File: src/rtl/rs422_pkg.sv
// Shared types and constants for the RS422 link scheduler.
package rs422_pkg;

  localparam int CMD_W         = 32;
  localparam int CNT_W         = 16;
  localparam int CMD_DEPTH_DEF = 4;
  localparam int TIMEOUT_DEF   = 1048576;
  localparam int GUARD_DEF     = 16;

  typedef enum logic [1:0] {
    ST_IDLE    = 2'd0,
    ST_CHK_RUN = 2'd1,
    ST_CMD_RUN = 2'd2,
    ST_GUARD   = 2'd3
  } sched_state_e;

endpackage

File: src/rtl/rs422_link_sched_if.sv
// Request, engine-handshake and status bundle of the RS422 link scheduler.
// master = scheduler side, slave = register slice / engines side.
interface rs422_link_sched_if;
  import rs422_pkg::*;

  logic             cmd_req;
  logic [CMD_W-1:0] cmd_word;
  logic             chk_req;
  logic             err_clr;
  logic             hdlc_tx_done;
  logic             hdlc_rx_done;
  logic             chk_done;
  logic             hdlc_start;
  logic [CMD_W-1:0] hdlc_cmd;
  logic             chk_start;
  logic             abort;
  logic             sel_chk;
  logic             busy;
  logic             cmd_full;
  logic             err_timeout;
  logic             cmd_drop;
  logic [CNT_W-1:0] ok_cnt;

  modport master (
    input  cmd_req, cmd_word, chk_req, err_clr, hdlc_tx_done, hdlc_rx_done, chk_done,
    output hdlc_start, hdlc_cmd, chk_start, abort, sel_chk, busy, cmd_full,
           err_timeout, cmd_drop, ok_cnt
  );

  modport slave (
    output cmd_req, cmd_word, chk_req, err_clr, hdlc_tx_done, hdlc_rx_done, chk_done,
    input  hdlc_start, hdlc_cmd, chk_start, abort, sel_chk, busy, cmd_full,
           err_timeout, cmd_drop, ok_cnt
  );

endinterface

File: src/rtl/rs422_cmd_fifo.sv
// Synchronous command FIFO; full is judged before a same-cycle pop,
// so a push into a full FIFO is refused even if a pop happens too.
module rs422_cmd_fifo #(
  parameter int DEPTH = 4,
  parameter int W     = 32
) (
  input  logic         clk,
  input  logic         rst,
  input  logic         push,
  input  logic [W-1:0] din,
  input  logic         pop,
  output logic [W-1:0] dout,
  output logic         full,
  output logic         empty
);

  localparam int AW = $clog2(DEPTH);

  logic [W-1:0]  mem_r [DEPTH];
  logic [AW-1:0] wr_ptr_r;
  logic [AW-1:0] rd_ptr_r;
  logic [AW:0]   cnt_r;
  logic          push_ok_s;
  logic          pop_ok_s;

  assign full      = (cnt_r == (AW+1)'(DEPTH));
  assign empty     = (cnt_r == (AW+1)'(0));
  assign push_ok_s = push & ~full;
  assign pop_ok_s  = pop & ~empty;
  assign dout      = mem_r[rd_ptr_r];

  // Pointer and occupancy bookkeeping; pointers wrap naturally at DEPTH.
  always_ff @(posedge clk or posedge rst) begin
    if (rst) begin
      wr_ptr_r <= '0;
      rd_ptr_r <= '0;
      cnt_r    <= '0;
    end else begin
      if (push_ok_s) wr_ptr_r <= wr_ptr_r + AW'(1);
      if (pop_ok_s)  rd_ptr_r <= rd_ptr_r + AW'(1);
      case ({push_ok_s, pop_ok_s})
        2'b10:   cnt_r <= cnt_r + (AW+1)'(1);
        2'b01:   cnt_r <= cnt_r - (AW+1)'(1);
        default: cnt_r <= cnt_r;
      endcase
    end
  end

  // Storage array, written only on accepted pushes.
  always_ff @(posedge clk) begin
    if (push_ok_s) mem_r[wr_ptr_r] <= din;
  end

endmodule

File: src/rtl/rs422_link_sched.sv
// RS422 link transaction scheduler: arbitrates self-check vs queued HDLC commands.
// Optional RS422_SCHED_RETRY_EN: one reissue of a command after its first timeout.
module rs422_link_sched
  import rs422_pkg::*;
#(
  parameter int CMD_DEPTH = CMD_DEPTH_DEF,
  parameter int TIMEOUT   = TIMEOUT_DEF,
  parameter int GUARD     = GUARD_DEF
) (
  input logic                clk,
  input logic                rst,
  rs422_link_sched_if.master bus
);

  localparam int WD_W = $clog2(TIMEOUT + 1);
  localparam int G_W  = $clog2(GUARD + 1);

  sched_state_e     state_r;
  logic [WD_W-1:0]  wd_r;
  logic [G_W-1:0]   g_cnt_r;
  logic             chk_pend_r;
  logic             tx_seen_r;
  logic             rx_seen_r;
  logic             hdlc_start_r;
  logic [CMD_W-1:0] hdlc_cmd_r;
  logic             chk_start_r;
  logic             abort_r;
  logic             sel_chk_r;
  logic             busy_r;
  logic             err_timeout_r;
  logic             cmd_drop_r;
  logic [CNT_W-1:0] ok_cnt_r;
`ifdef RS422_SCHED_RETRY_EN
  logic             retry_pend_r;
  logic             retry_used_r;
`endif

  logic             fifo_full_s;
  logic             fifo_empty_s;
  logic [CMD_W-1:0] fifo_head_s;
  logic             push_s;
  logic             drop_s;
  logic             pop_s;
  logic             wd_exp_s;
  logic             tx_any_s;
  logic             rx_any_s;
  logic             err_set_s;

  assign push_s   = bus.cmd_req & ~fifo_full_s;
  assign drop_s   = bus.cmd_req & fifo_full_s;
  assign wd_exp_s = (wd_r == WD_W'(TIMEOUT - 1));
  assign tx_any_s = tx_seen_r | bus.hdlc_tx_done;
  assign rx_any_s = rx_seen_r | bus.hdlc_rx_done;

  rs422_cmd_fifo #(
    .DEPTH (CMD_DEPTH),
    .W     (CMD_W)
  ) u_fifo (
    .clk   (clk),
    .rst   (rst),
    .push  (push_s),
    .din   (bus.cmd_word),
    .pop   (pop_s),
    .dout  (fifo_head_s),
    .full  (fifo_full_s),
    .empty (fifo_empty_s)
  );

  // Head pop: only from IDLE when neither a self-check nor a retry is owed.
  always_comb begin
    pop_s = 1'b0;
    if (state_r == ST_IDLE) begin
`ifdef RS422_SCHED_RETRY_EN
      pop_s = ~chk_pend_r & ~retry_pend_r & ~fifo_empty_s;
`else
      pop_s = ~chk_pend_r & ~fifo_empty_s;
`endif
    end else begin
      pop_s = 1'b0;
    end
  end

  // Timeout that must be reported; a completing strobe at expiry wins.
  always_comb begin
    err_set_s = 1'b0;
    if (state_r == ST_CHK_RUN) begin
      err_set_s = wd_exp_s & ~bus.chk_done;
    end else if (state_r == ST_CMD_RUN) begin
`ifdef RS422_SCHED_RETRY_EN
      err_set_s = wd_exp_s & ~(tx_any_s & rx_any_s) & retry_used_r;
`else
      err_set_s = wd_exp_s & ~(tx_any_s & rx_any_s);
`endif
    end else begin
      err_set_s = 1'b0;
    end
  end

  // Scheduler state machine with registered pulses, flags and counters.
  always_ff @(posedge clk or posedge rst) begin
    if (rst) begin
      state_r       <= ST_IDLE;
      wd_r          <= '0;
      g_cnt_r       <= '0;
      chk_pend_r    <= 1'b0;
      tx_seen_r     <= 1'b0;
      rx_seen_r     <= 1'b0;
      hdlc_start_r  <= 1'b0;
      hdlc_cmd_r    <= '0;
      chk_start_r   <= 1'b0;
      abort_r       <= 1'b0;
      sel_chk_r     <= 1'b0;
      busy_r        <= 1'b0;
      err_timeout_r <= 1'b0;
      cmd_drop_r    <= 1'b0;
      ok_cnt_r      <= '0;
`ifdef RS422_SCHED_RETRY_EN
      retry_pend_r  <= 1'b0;
      retry_used_r  <= 1'b0;
`endif
    end else begin
      hdlc_start_r <= 1'b0;
      chk_start_r  <= 1'b0;
      abort_r      <= 1'b0;

      if (bus.chk_req)                              chk_pend_r <= 1'b1;
      else if (state_r == ST_IDLE && chk_pend_r)    chk_pend_r <= 1'b0;

      if (err_set_s)        err_timeout_r <= 1'b1;
      else if (bus.err_clr) err_timeout_r <= 1'b0;

      if (drop_s)           cmd_drop_r <= 1'b1;
      else if (bus.err_clr) cmd_drop_r <= 1'b0;

      case (state_r)
        ST_IDLE: begin
          if (chk_pend_r) begin
            state_r     <= ST_CHK_RUN;
            chk_start_r <= 1'b1;
            sel_chk_r   <= 1'b1;
            busy_r      <= 1'b1;
            wd_r        <= '0;
`ifdef RS422_SCHED_RETRY_EN
          end else if (retry_pend_r) begin
            state_r      <= ST_CMD_RUN;
            hdlc_start_r <= 1'b1;
            busy_r       <= 1'b1;
            wd_r         <= '0;
            tx_seen_r    <= 1'b0;
            rx_seen_r    <= 1'b0;
            retry_pend_r <= 1'b0;
            retry_used_r <= 1'b1;
`endif
          end else if (pop_s) begin
            state_r      <= ST_CMD_RUN;
            hdlc_cmd_r   <= fifo_head_s;
            hdlc_start_r <= 1'b1;
            busy_r       <= 1'b1;
            wd_r         <= '0;
            tx_seen_r    <= 1'b0;
            rx_seen_r    <= 1'b0;
`ifdef RS422_SCHED_RETRY_EN
            retry_used_r <= 1'b0;
`endif
          end
        end
        ST_CHK_RUN: begin
          if (bus.chk_done) begin
            state_r <= ST_GUARD;
            g_cnt_r <= '0;
          end else if (wd_exp_s) begin
            abort_r <= 1'b1;
            state_r <= ST_GUARD;
            g_cnt_r <= '0;
          end else begin
            wd_r <= wd_r + WD_W'(1);
          end
        end
        ST_CMD_RUN: begin
          if (tx_any_s && rx_any_s) begin
            ok_cnt_r <= ok_cnt_r + CNT_W'(1);
            state_r  <= ST_GUARD;
            g_cnt_r  <= '0;
          end else if (wd_exp_s) begin
            abort_r <= 1'b1;
            state_r <= ST_GUARD;
            g_cnt_r <= '0;
`ifdef RS422_SCHED_RETRY_EN
            if (!retry_used_r) retry_pend_r <= 1'b1;
`endif
          end else begin
            wd_r      <= wd_r + WD_W'(1);
            tx_seen_r <= tx_any_s;
            rx_seen_r <= rx_any_s;
          end
        end
        ST_GUARD: begin
          if (g_cnt_r == G_W'(GUARD - 1)) begin
            state_r   <= ST_IDLE;
            sel_chk_r <= 1'b0;
            busy_r    <= 1'b0;
          end else begin
            g_cnt_r <= g_cnt_r + G_W'(1);
          end
        end
        default: begin
          state_r   <= ST_IDLE;
          sel_chk_r <= 1'b0;
          busy_r    <= 1'b0;
        end
      endcase
    end
  end

  assign bus.hdlc_start  = hdlc_start_r;
  assign bus.hdlc_cmd    = hdlc_cmd_r;
  assign bus.chk_start   = chk_start_r;
  assign bus.abort       = abort_r;
  assign bus.sel_chk     = sel_chk_r;
  assign bus.busy        = busy_r;
  assign bus.cmd_full    = fifo_full_s;
  assign bus.err_timeout = err_timeout_r;
  assign bus.cmd_drop    = cmd_drop_r;
  assign bus.ok_cnt      = ok_cnt_r;

endmodule

File: src/flat_wrapper.sv
// flat-port wrapper written by rule: the top's interface ports become plain ports
module rs422_link_sched_flat import rs422_pkg::*;
#(
  parameter int CMD_DEPTH = CMD_DEPTH_DEF,
  parameter int TIMEOUT   = TIMEOUT_DEF,
  parameter int GUARD     = GUARD_DEF
)
  (clk, rst, bus_cmd_req, bus_cmd_word, bus_chk_req, bus_err_clr, bus_hdlc_tx_done, bus_hdlc_rx_done, bus_chk_done, bus_hdlc_start, bus_hdlc_cmd, bus_chk_start, bus_abort, bus_sel_chk, bus_busy, bus_cmd_full, bus_err_timeout, bus_cmd_drop, bus_ok_cnt);
  rs422_link_sched_if bus_i ();
  input logic clk;
  input logic rst;
  input wire logic [$bits(bus_i.cmd_req)-1:0] bus_cmd_req;
  input wire logic [$bits(bus_i.cmd_word)-1:0] bus_cmd_word;
  input wire logic [$bits(bus_i.chk_req)-1:0] bus_chk_req;
  input wire logic [$bits(bus_i.err_clr)-1:0] bus_err_clr;
  input wire logic [$bits(bus_i.hdlc_tx_done)-1:0] bus_hdlc_tx_done;
  input wire logic [$bits(bus_i.hdlc_rx_done)-1:0] bus_hdlc_rx_done;
  input wire logic [$bits(bus_i.chk_done)-1:0] bus_chk_done;
  output wire logic [$bits(bus_i.hdlc_start)-1:0] bus_hdlc_start;
  output wire logic [$bits(bus_i.hdlc_cmd)-1:0] bus_hdlc_cmd;
  output wire logic [$bits(bus_i.chk_start)-1:0] bus_chk_start;
  output wire logic [$bits(bus_i.abort)-1:0] bus_abort;
  output wire logic [$bits(bus_i.sel_chk)-1:0] bus_sel_chk;
  output wire logic [$bits(bus_i.busy)-1:0] bus_busy;
  output wire logic [$bits(bus_i.cmd_full)-1:0] bus_cmd_full;
  output wire logic [$bits(bus_i.err_timeout)-1:0] bus_err_timeout;
  output wire logic [$bits(bus_i.cmd_drop)-1:0] bus_cmd_drop;
  output wire logic [$bits(bus_i.ok_cnt)-1:0] bus_ok_cnt;
  assign bus_i.cmd_req = bus_cmd_req;
  assign bus_i.cmd_word = bus_cmd_word;
  assign bus_i.chk_req = bus_chk_req;
  assign bus_i.err_clr = bus_err_clr;
  assign bus_i.hdlc_tx_done = bus_hdlc_tx_done;
  assign bus_i.hdlc_rx_done = bus_hdlc_rx_done;
  assign bus_i.chk_done = bus_chk_done;
  assign bus_hdlc_start = bus_i.hdlc_start;
  assign bus_hdlc_cmd = bus_i.hdlc_cmd;
  assign bus_chk_start = bus_i.chk_start;
  assign bus_abort = bus_i.abort;
  assign bus_sel_chk = bus_i.sel_chk;
  assign bus_busy = bus_i.busy;
  assign bus_cmd_full = bus_i.cmd_full;
  assign bus_err_timeout = bus_i.err_timeout;
  assign bus_cmd_drop = bus_i.cmd_drop;
  assign bus_ok_cnt = bus_i.ok_cnt;
  rs422_link_sched #(.CMD_DEPTH(CMD_DEPTH), .TIMEOUT(TIMEOUT), .GUARD(GUARD)) u_core (.clk(clk), .rst(rst), .bus(bus_i));
endmodule
File: config.mk
export PLATFORM = sky130hd
export DESIGN_NAME = rs422_link_sched_flat
export DESIGN_NICKNAME = d
export VERILOG_FILES = /design/src/rtl/rs422_pkg.sv /design/src/rtl/rs422_link_sched_if.sv /design/src/rtl/rs422_cmd_fifo.sv /design/src/rtl/rs422_link_sched.sv /design/src/flat_wrapper.sv
export SDC_FILE = /design/constraint.sdc
export NUM_CORES = 1
export LEC_CHECK = 0
export CELL_PAD_IN_SITES_DETAIL_PLACEMENT = 1
export CELL_PAD_IN_SITES_GLOBAL_PLACEMENT = 1
export CORE_ASPECT_RATIO = 1.1
export CORE_MARGIN = 2
export CORE_UTILIZATION = 40
export DETAILED_ROUTE_END_ITERATION = 12
export PLACE_DENSITY = 0.65
export REMOVE_ABC_BUFFERS = 1
export SLEW_MARGIN = 20
export SYNTH_ARGS = -nofsm -noshare
export SYNTH_HDL_FRONTEND = slang
export SYNTH_HIERARCHICAL = 1
export SYNTH_SLANG_ARGS = --single-unit
File: constraint.sdc
create_clock -name clk -period 9.3 [get_ports clk]
set_clock_uncertainty 0.15 [all_clocks]
set_input_delay 1.86 -clock clk [delete_from_list [all_inputs] [get_ports clk]]
set_output_delay 1.86 -clock clk [all_outputs]
set_load 0.02 [all_outputs]
==> results_dict.tcl, run 1 <==
set metrics [dict create \
    place.gp.congestion 0.7745 \
    grt_overflow_total 0 \
    synth_edf_count 128 \
    hp-class "flop to flop" \
    slew_headroom 0.3633 \
    setup_tns_ns 0 \
    power_frac_clock 0.268 \
    crit_buf_inv 1 \
    cap_violations 0 \
    synthAdderAreaFrac 0.02004 \
    finalCritPeriodShare 0.4297 \
    dieArea_um2 24020 \
    p_leak_nw 4.088 \
    wire_per_inst_um 20.21 \
    crit_required_ns 9.56 \
    drive_gt1_frac 0.1722 \
    synth_xor_area_frac 0.02017 \
    syn_to_final_growth_pct 21.98 \
    port_buffers 95 \
    yosys.area_share.simple 0.07657 \
    fmax_ghz 0.2502 \
    synth_compound_gate_area_share 0.05434 \
    clock_latency_ns 0.51 \
    power.density_nw_per_um2 315.9 \
    synth_cells 569 \
    outcome "finished clean" \
    rsz0062_at_grt "no" \
    ctsResizeCount 0 \
    worst-path-max-fanout 16 \
    setup_viol 0 \
    seqPwrFrac 0.413 \
    finalMaxSlewViolations 0 \
    synth_area_um2 9117 \
    cts_setup_buffers 0 \
    muxShareOfSynthArea 0.1261 \
    drcViolationCount 0 \
    cts_buffers 24 \
    critPathTopFamily "simple AND/OR/NAND/NOR gates" \
    cts_buffer_depth 3 \
    grt_pass1_wl_um 32420 \
    hold_buffers 0 \
    cts_tree "done" \
    ctsRootBufferMaster "clkbuf_16" \
    critPathLaunchType "input port" \
    peakVddDrop_uv 180.7 \
    layout_commonest_cell "edfxtp_1" \
    die_h_um 162.3 \
    min_period_ns 3.996 \
    io_pins 96 \
    vias 5298 \
    crit_path_cell_trace "clkdlybuf4s50_1 -> o221ai_2 -> nand4_1 -> or3_1 -> o31ai_1" \
    drtIter0Drc 270 \
    postSynthAreaPerCell_um2 16.02 \
    finalHoldViolCount 0 \
    rows 57 \
    start_util 0.4098 \
    coreArea_um2 22250 \
    drt-pass1-iter-count 4 \
    power_w 0.003513 \
    clkSinkCount 221 \
    critPathMaxStageDelay_ns 0.70 \
    yosysWarnings 6 \
    diodes 0 \
    synthArstFlopShare 0.4208 \
    worstMarginPinSlew_ns 0.9550 \
    final_cell_mix "edfxtp_1, clkdlybuf4s50_1, dfrtp_1" \
    cp-end-kind "flop" \
    synth_top_family_by_area "multiplexers" \
    grt_pass1_vias 5980 \
    wl_um 19920 \
    grt.total_usage 0.1702 \
    htreeDepth 1 \
    pwr-share-comb 0.319 \
    power.internal_w 0.002372 \
    antenna_found_initial 0 \
    nets 727 \
    grt_start_max_net_pins 70 \
    cpMaxStageDelayCell "nand4_1" \
    ys_ff_latch 221 \
    p_sw_w 0.001141 \
    worstPathArrival_ns 4.26 \
    critPathKind "input port to flop" \
    post-dp-hpwl_um 12760 \
    die_x_um 148.0 \
    ant_nets 0 \
    synth_seq_area_share 0.6768 \
    clk_pin_slew_ns 0.06 \
    ys_types 62 \
    synthFlopType "edfxtp_1" \
    switching_share 0.3248 \
    fillers 2167 \
    via_per_inst 5.373 \
]
==> Yosys cell counts (all sizes together) (5+ instances only) <==
library cell  number  share of area
and2               6         0.0041
nor3               8         0.0044
inv               25          0.010
dfrtp             93           0.26
xor2               7         0.0067
nand4             10         0.0075
or3                5         0.0034
xnor2             14          0.013
mux2              35          0.043
edfxtp           128           0.42
nor2              18         0.0074
o41ai              7         0.0067
o311ai             9         0.0086
a21oi             12         0.0066
and3               5         0.0034
buf               10          0.011
ha                13          0.018
nand2             29          0.012
clkbuf            10         0.0043
nand2b             6         0.0041
o21ai             16         0.0088
mux4              32          0.081
nand3             20          0.011
or4                7         0.0058
==> area by class of cell <==
cell class / count / area [µm²] / share of cell area
Timing Repair Buffer: 98 / 973.4 / 0.08752
Sequential cell: 221 / 6173 / 0.5551
Multi-Input combinational cell: 302 / 2715 / 0.2441
Clock buffer: 29 / 640.6 / 0.05760
Clock inverter: 15 / 150.1 / 0.01350
Tap cell: 295 / 369.1 / 0.03319
Inverter: 26 / 100.1 / 0.009000
==> state kept, by name (all words and copies together), names as in the netlist <==
name	cells
u_core/rx_seen_r	1
u_core/chk_pend_r	1
u_core/state_r	2
u_core/u_fifo/mem_r	128
u_core/bus.hdlc_start	1
u_core/bus.ok_cnt	16
u_core/u_fifo/cnt_r	3
u_core/u_fifo/rd_ptr_r	2
u_core/bus.abort	1
u_core/g_cnt_r	5
u_core/u_fifo/wr_ptr_r	2
u_core/bus.hdlc_cmd	32
u_core/wd_r	21
u_core/bus.sel_chk	1
u_core/bus.err_timeout	1
u_core/tx_seen_r	1
u_core/bus.busy	1
u_core/bus.chk_start	1
u_core/bus.cmd_drop	1
==> cells by family after synthesis <==
group | after synthesis
buffers and inverters | 46
adders and majority gates | 14
and+or+nand+nor | 129
AOI/OAI and AO/OA | 69
muxes | 69
DFF | 221
xor gates and xnor gates | 21
==> final timing paths <==
check	depth (start not counted)	end	startpoint	slack, ns
hold reg to reg	1	u_core/bus.ok_cnt[15]$_DFFE_PP0P_	u_core/bus.ok_cnt[15]$_DFFE_PP0P_	0.32
setup reg to reg	12	u_core/u_fifo/cnt_r[2]$_DFFE_PP0P_	u_core/state_r[1]$_DFFE_PP0P_	6.26
min in group asynchronous	2	u_core/bus.hdlc_cmd[22]$_DFFE_PP0P_	rst	1.52
setup / recovery	5	u_core/wd_r[18]$_DFFE_PP0P_	bus_hdlc_tx_done	5.30
max in group asynchronous	3	u_core/bus.hdlc_cmd[19]$_DFFE_PP0P_	rst	6.26
hold / removal	1	u_core/bus.ok_cnt[15]$_DFFE_PP0P_	u_core/bus.ok_cnt[15]$_DFFE_PP0P_	0.32
==> through the flow <==
stage | hold WS [ns] | utilization | instances | instance area (µm²) | setup slack [ns]
final | 0.3199 | 0.4998 | 986 | 11120 | 5.304
after global routing | 0.3544 | 0.4998 | 986 | 11120 | 5.128
after CTS | 0.3277 | 0.4998 | 986 | 11120 | 5.295
after detailed placement | 0.3196 | 0.4643 | 942 | 10330 | 4.774
after global placement | 0.3109 | 0.4643 | 942 | 10330 | 4.902
after floorplan | 0.3128 | - | 549 | 8979 | 5.068
==> routing by layer <==
| layer | vias up | wire, µm | track usage |
|---|---|---|---|
| li1 | 2403 | - | - |
| met1 | 2756 | 8172 | 0.2087 |
| met2 | 113 | 10510 | 0.3101 |
| met3 | 26 | 909 | 0.03277 |
| met4 | 0 | 330 | 0.04286 |
| met5 | - | 0 | 0 |
==> power by group through the flow <==
stage	combinational [W]	clock (W)	sequential (W)
3_3_place_gp	0.00110	0	0.00145
6_report	0.00112	0.000942	0.00145
4_1_cts	0.00114	0.000969	0.00146
3_5_place_dp	0.00113	0	0.00147
2_1_floorplan	0.000584	0	0.00156
5_1_grt	0.00121	0.00101	0.00148
(Power assumes the default switching activity.)
==> run 2: changes to the inputs <==
Clock period 9.3 ns to 3.95 ns, I/O delays scaled along.
==> run 2 against run 1 <==
Non-clock buffer count grew 9. Setup slack lost 4.4 ns. First-iteration DRC count grew 5.6%. Design area grew 1.2%. Combinational power grew 140%. Clock-buffer cell count grew 2. Sequential cell count is the same. Sequential share of layout area shrank 0.67 points. Critical path depth grew 7. Largest cell class unchanged.
==> results_dict.tcl, run 2 (synthesis results as in run 1) <==
set metrics [dict create \
    power_frac_clock 0.278 \
    busiest_layer "met2" \
    hold_slack_ns 0.3296 \
    layout_commonest_cell "edfxtp_1" \
    min_period_ns 3.050 \
    switching_share 0.3154 \
    via_per_inst 5.330 \
    setup_tns_ns 0 \
    worstMarginPinSlew_ns 0.8767 \
    finalHoldViolCount 0 \
    diodes 0 \
    final_cell_mix "edfxtp_1, clkdlybuf4s50_1, dfrtp_1" \
    cts_tree "done" \
    htreeDepth 1 \
    vias 5303 \
    finalMaxSlewViolations 0 \
    use_met3 0.04174 \
    place.gp.congestion 0.7824 \
    cts_buffer_depth 3 \
    io_pins 96 \
    power.density_nw_per_um2 752.3 \
    drtIter0Drc 285 \
    antenna_found_initial 1 \
    finalCritPeriodShare 0.7722 \
    top_register "u_core/u_fifo/mem_r" \
    start_util 0.4098 \
    ctsResizeCount 0 \
    clock_latency_ns 0.51 \
    hold_buffers 0 \
    cts_buffers 24 \
    hp-class "flop to flop" \
    worstRegToRegCells 12 \
    grt.total_usage 0.1734 \
    die_h_um 162.3 \
    rrSetupSlack_ns 0.90 \
    drcViolationCount 0 \
    clkSinkCount 221 \
    seqPwrFrac 0.411 \
    worstPathArrival_ns 3.33 \
    drt-pass1-iter-count 6 \
    largest_register_ffs 128 \
    critPathKind "flop to flop" \
    outcome "finished clean" \
    power_w 0.008468 \
    cp-end-kind "flop" \
    post-dp-hpwl_um 13310 \
    rsz0062_at_grt "no" \
    nets 736 \
    pwr-share-comb 0.311 \
    drive_gt1_frac 0.1814 \
    cts_setup_buffers 0 \
    reg2reg_from "u_core/state_r[1]$_DFFE_PP0P_" \
    ant_nets 0 \
    grt_pass1_wl_um 32640 \
    clk_pin_slew_ns 0.06 \
    p_sw_w 0.002671 \
    worst-path-max-fanout 10 \
    grt_overflow_total 0 \
    fmax_ghz 0.3278 \
    wl_um 20170 \
    port_buffers 95 \
    peakVddDrop_uv 427.4 \
    die_x_um 148.0 \
    ctsRootBufferMaster "clkbuf_16" \
    syn_to_final_growth_pct 23.47 \
    grt_pass1_vias 6004 \
    grt_start_max_net_pins 45 \
    crit_required_ns 4.23 \
    use_met1 0.1986 \
    grtUsageMet2 0.3233 \
    worst_hold_path.endpoint "u_core/bus.ok_cnt[15]$_DFFE_PP0P_" \
    cap_violations 0 \
    r2r-end "u_core/u_fifo/cnt_r[2]$_DFFE_PP0P_" \
    hp-start "u_core/bus.ok_cnt[15]$_DFFE_PP0P_" \
    power.internal_w 0.005797 \
    min_path_cells 1 \
    rows 57 \
    p_leak_nw 4.168 \
    wire_per_inst_um 20.27 \
    setup_viol 0 \
    coreArea_um2 22250 \
    critPathLaunchType "flop" \
    dieArea_um2 24020 \
    slew_headroom 0.4155 \
]
-- run 2: changes by cell type in the layout (fill, tap and decap cells not counted), sizes merged --
cell | before | now
clkinvlp | 3 | 2
bufinv | 2 | 4
clkinv | 10 | 8
inv | 26 | 25
clkbuf | 29 | 31
buf | 3 | 12
-- run 2: power groups by stage --
stage	sequential [W]	clock (W)	combinational, W
6_report	0.00348	0.00235	0.00264
5_1_grt	0.00357	0.00249	0.00286
4_1_cts	0.00350	0.00242	0.00268
3_5_place_dp	0.00354	0	0.00266
3_3_place_gp	0.00350	0	0.00257
2_1_floorplan	0.00367	0	0.00138
-- run 2: layout make-up --
cell class              instances  area [µm²]
clock buffers                  31       678.2
clock inverters                13       167.7
fillers                      2128       10990
inverters                      26       100.1
well taps                     295       369.1
repair buffers                107        1054
flip-flops and latches        221        6173
multi-input cells             302        2715
-- run 2: how the worst max path moves through the flow --
stage	from	end	slack, ns	cells past startpoint
finish	u_core/state_r[1]$_DFFE_PP0P_	u_core/u_fifo/cnt_r[2]$_DFFE_PP0P_	0.90	12
global route	u_core/state_r[0]$_DFFE_PP0P_	u_core/u_fifo/cnt_r[2]$_DFFE_PP0P_	0.69	12
CTS	u_core/state_r[0]$_DFFE_PP0P_	u_core/u_fifo/cnt_r[2]$_DFFE_PP0P_	0.87	12
detailed placement	bus_cmd_req	u_core/u_fifo/mem_r[1][12]$_DFFE_PP_	0.86	5
global placement	bus_cmd_req	u_core/u_fifo/mem_r[1][12]$_DFFE_PP_	0.87	5
floorplan	rst	u_core/bus.abort$_DFF_PP0_	0.79	1
-- run 2: through the flow --
stage                     setup WS (ns)  utilization  cell area (µm²)  std cells
after detailed placement         0.8586       0.4679            10410        951
after floorplan                  0.7882            -             8979        549
after global routing             0.6926       0.5059            11260        995
after CTS                        0.8714       0.5059            11260        995
after global placement           0.8705       0.4679            10410        951
final                            0.8997       0.5059            11260        995
-- run 2: routing by layer --
metal  wire length, µm  part of all wire
met5                 0                 0
met4               411             0.020
met1              7831              0.39
met2             10850              0.54
met3              1076             0.053
-- run 2: worst max-delay path, cell delays in order (launching register included) --
cell and delay [ns]:
dfrtp_1 0.43, inv_1 0.11, ha_1 0.35, nand2b_1 0.15, or2_0 0.36, inv_1 0.14
o31a_1 0.21, ha_1 0.21, inv_1 0.08, fa_1 0.37, xor2_1 0.15, nor2_1 0.11
xor2_1 0.15
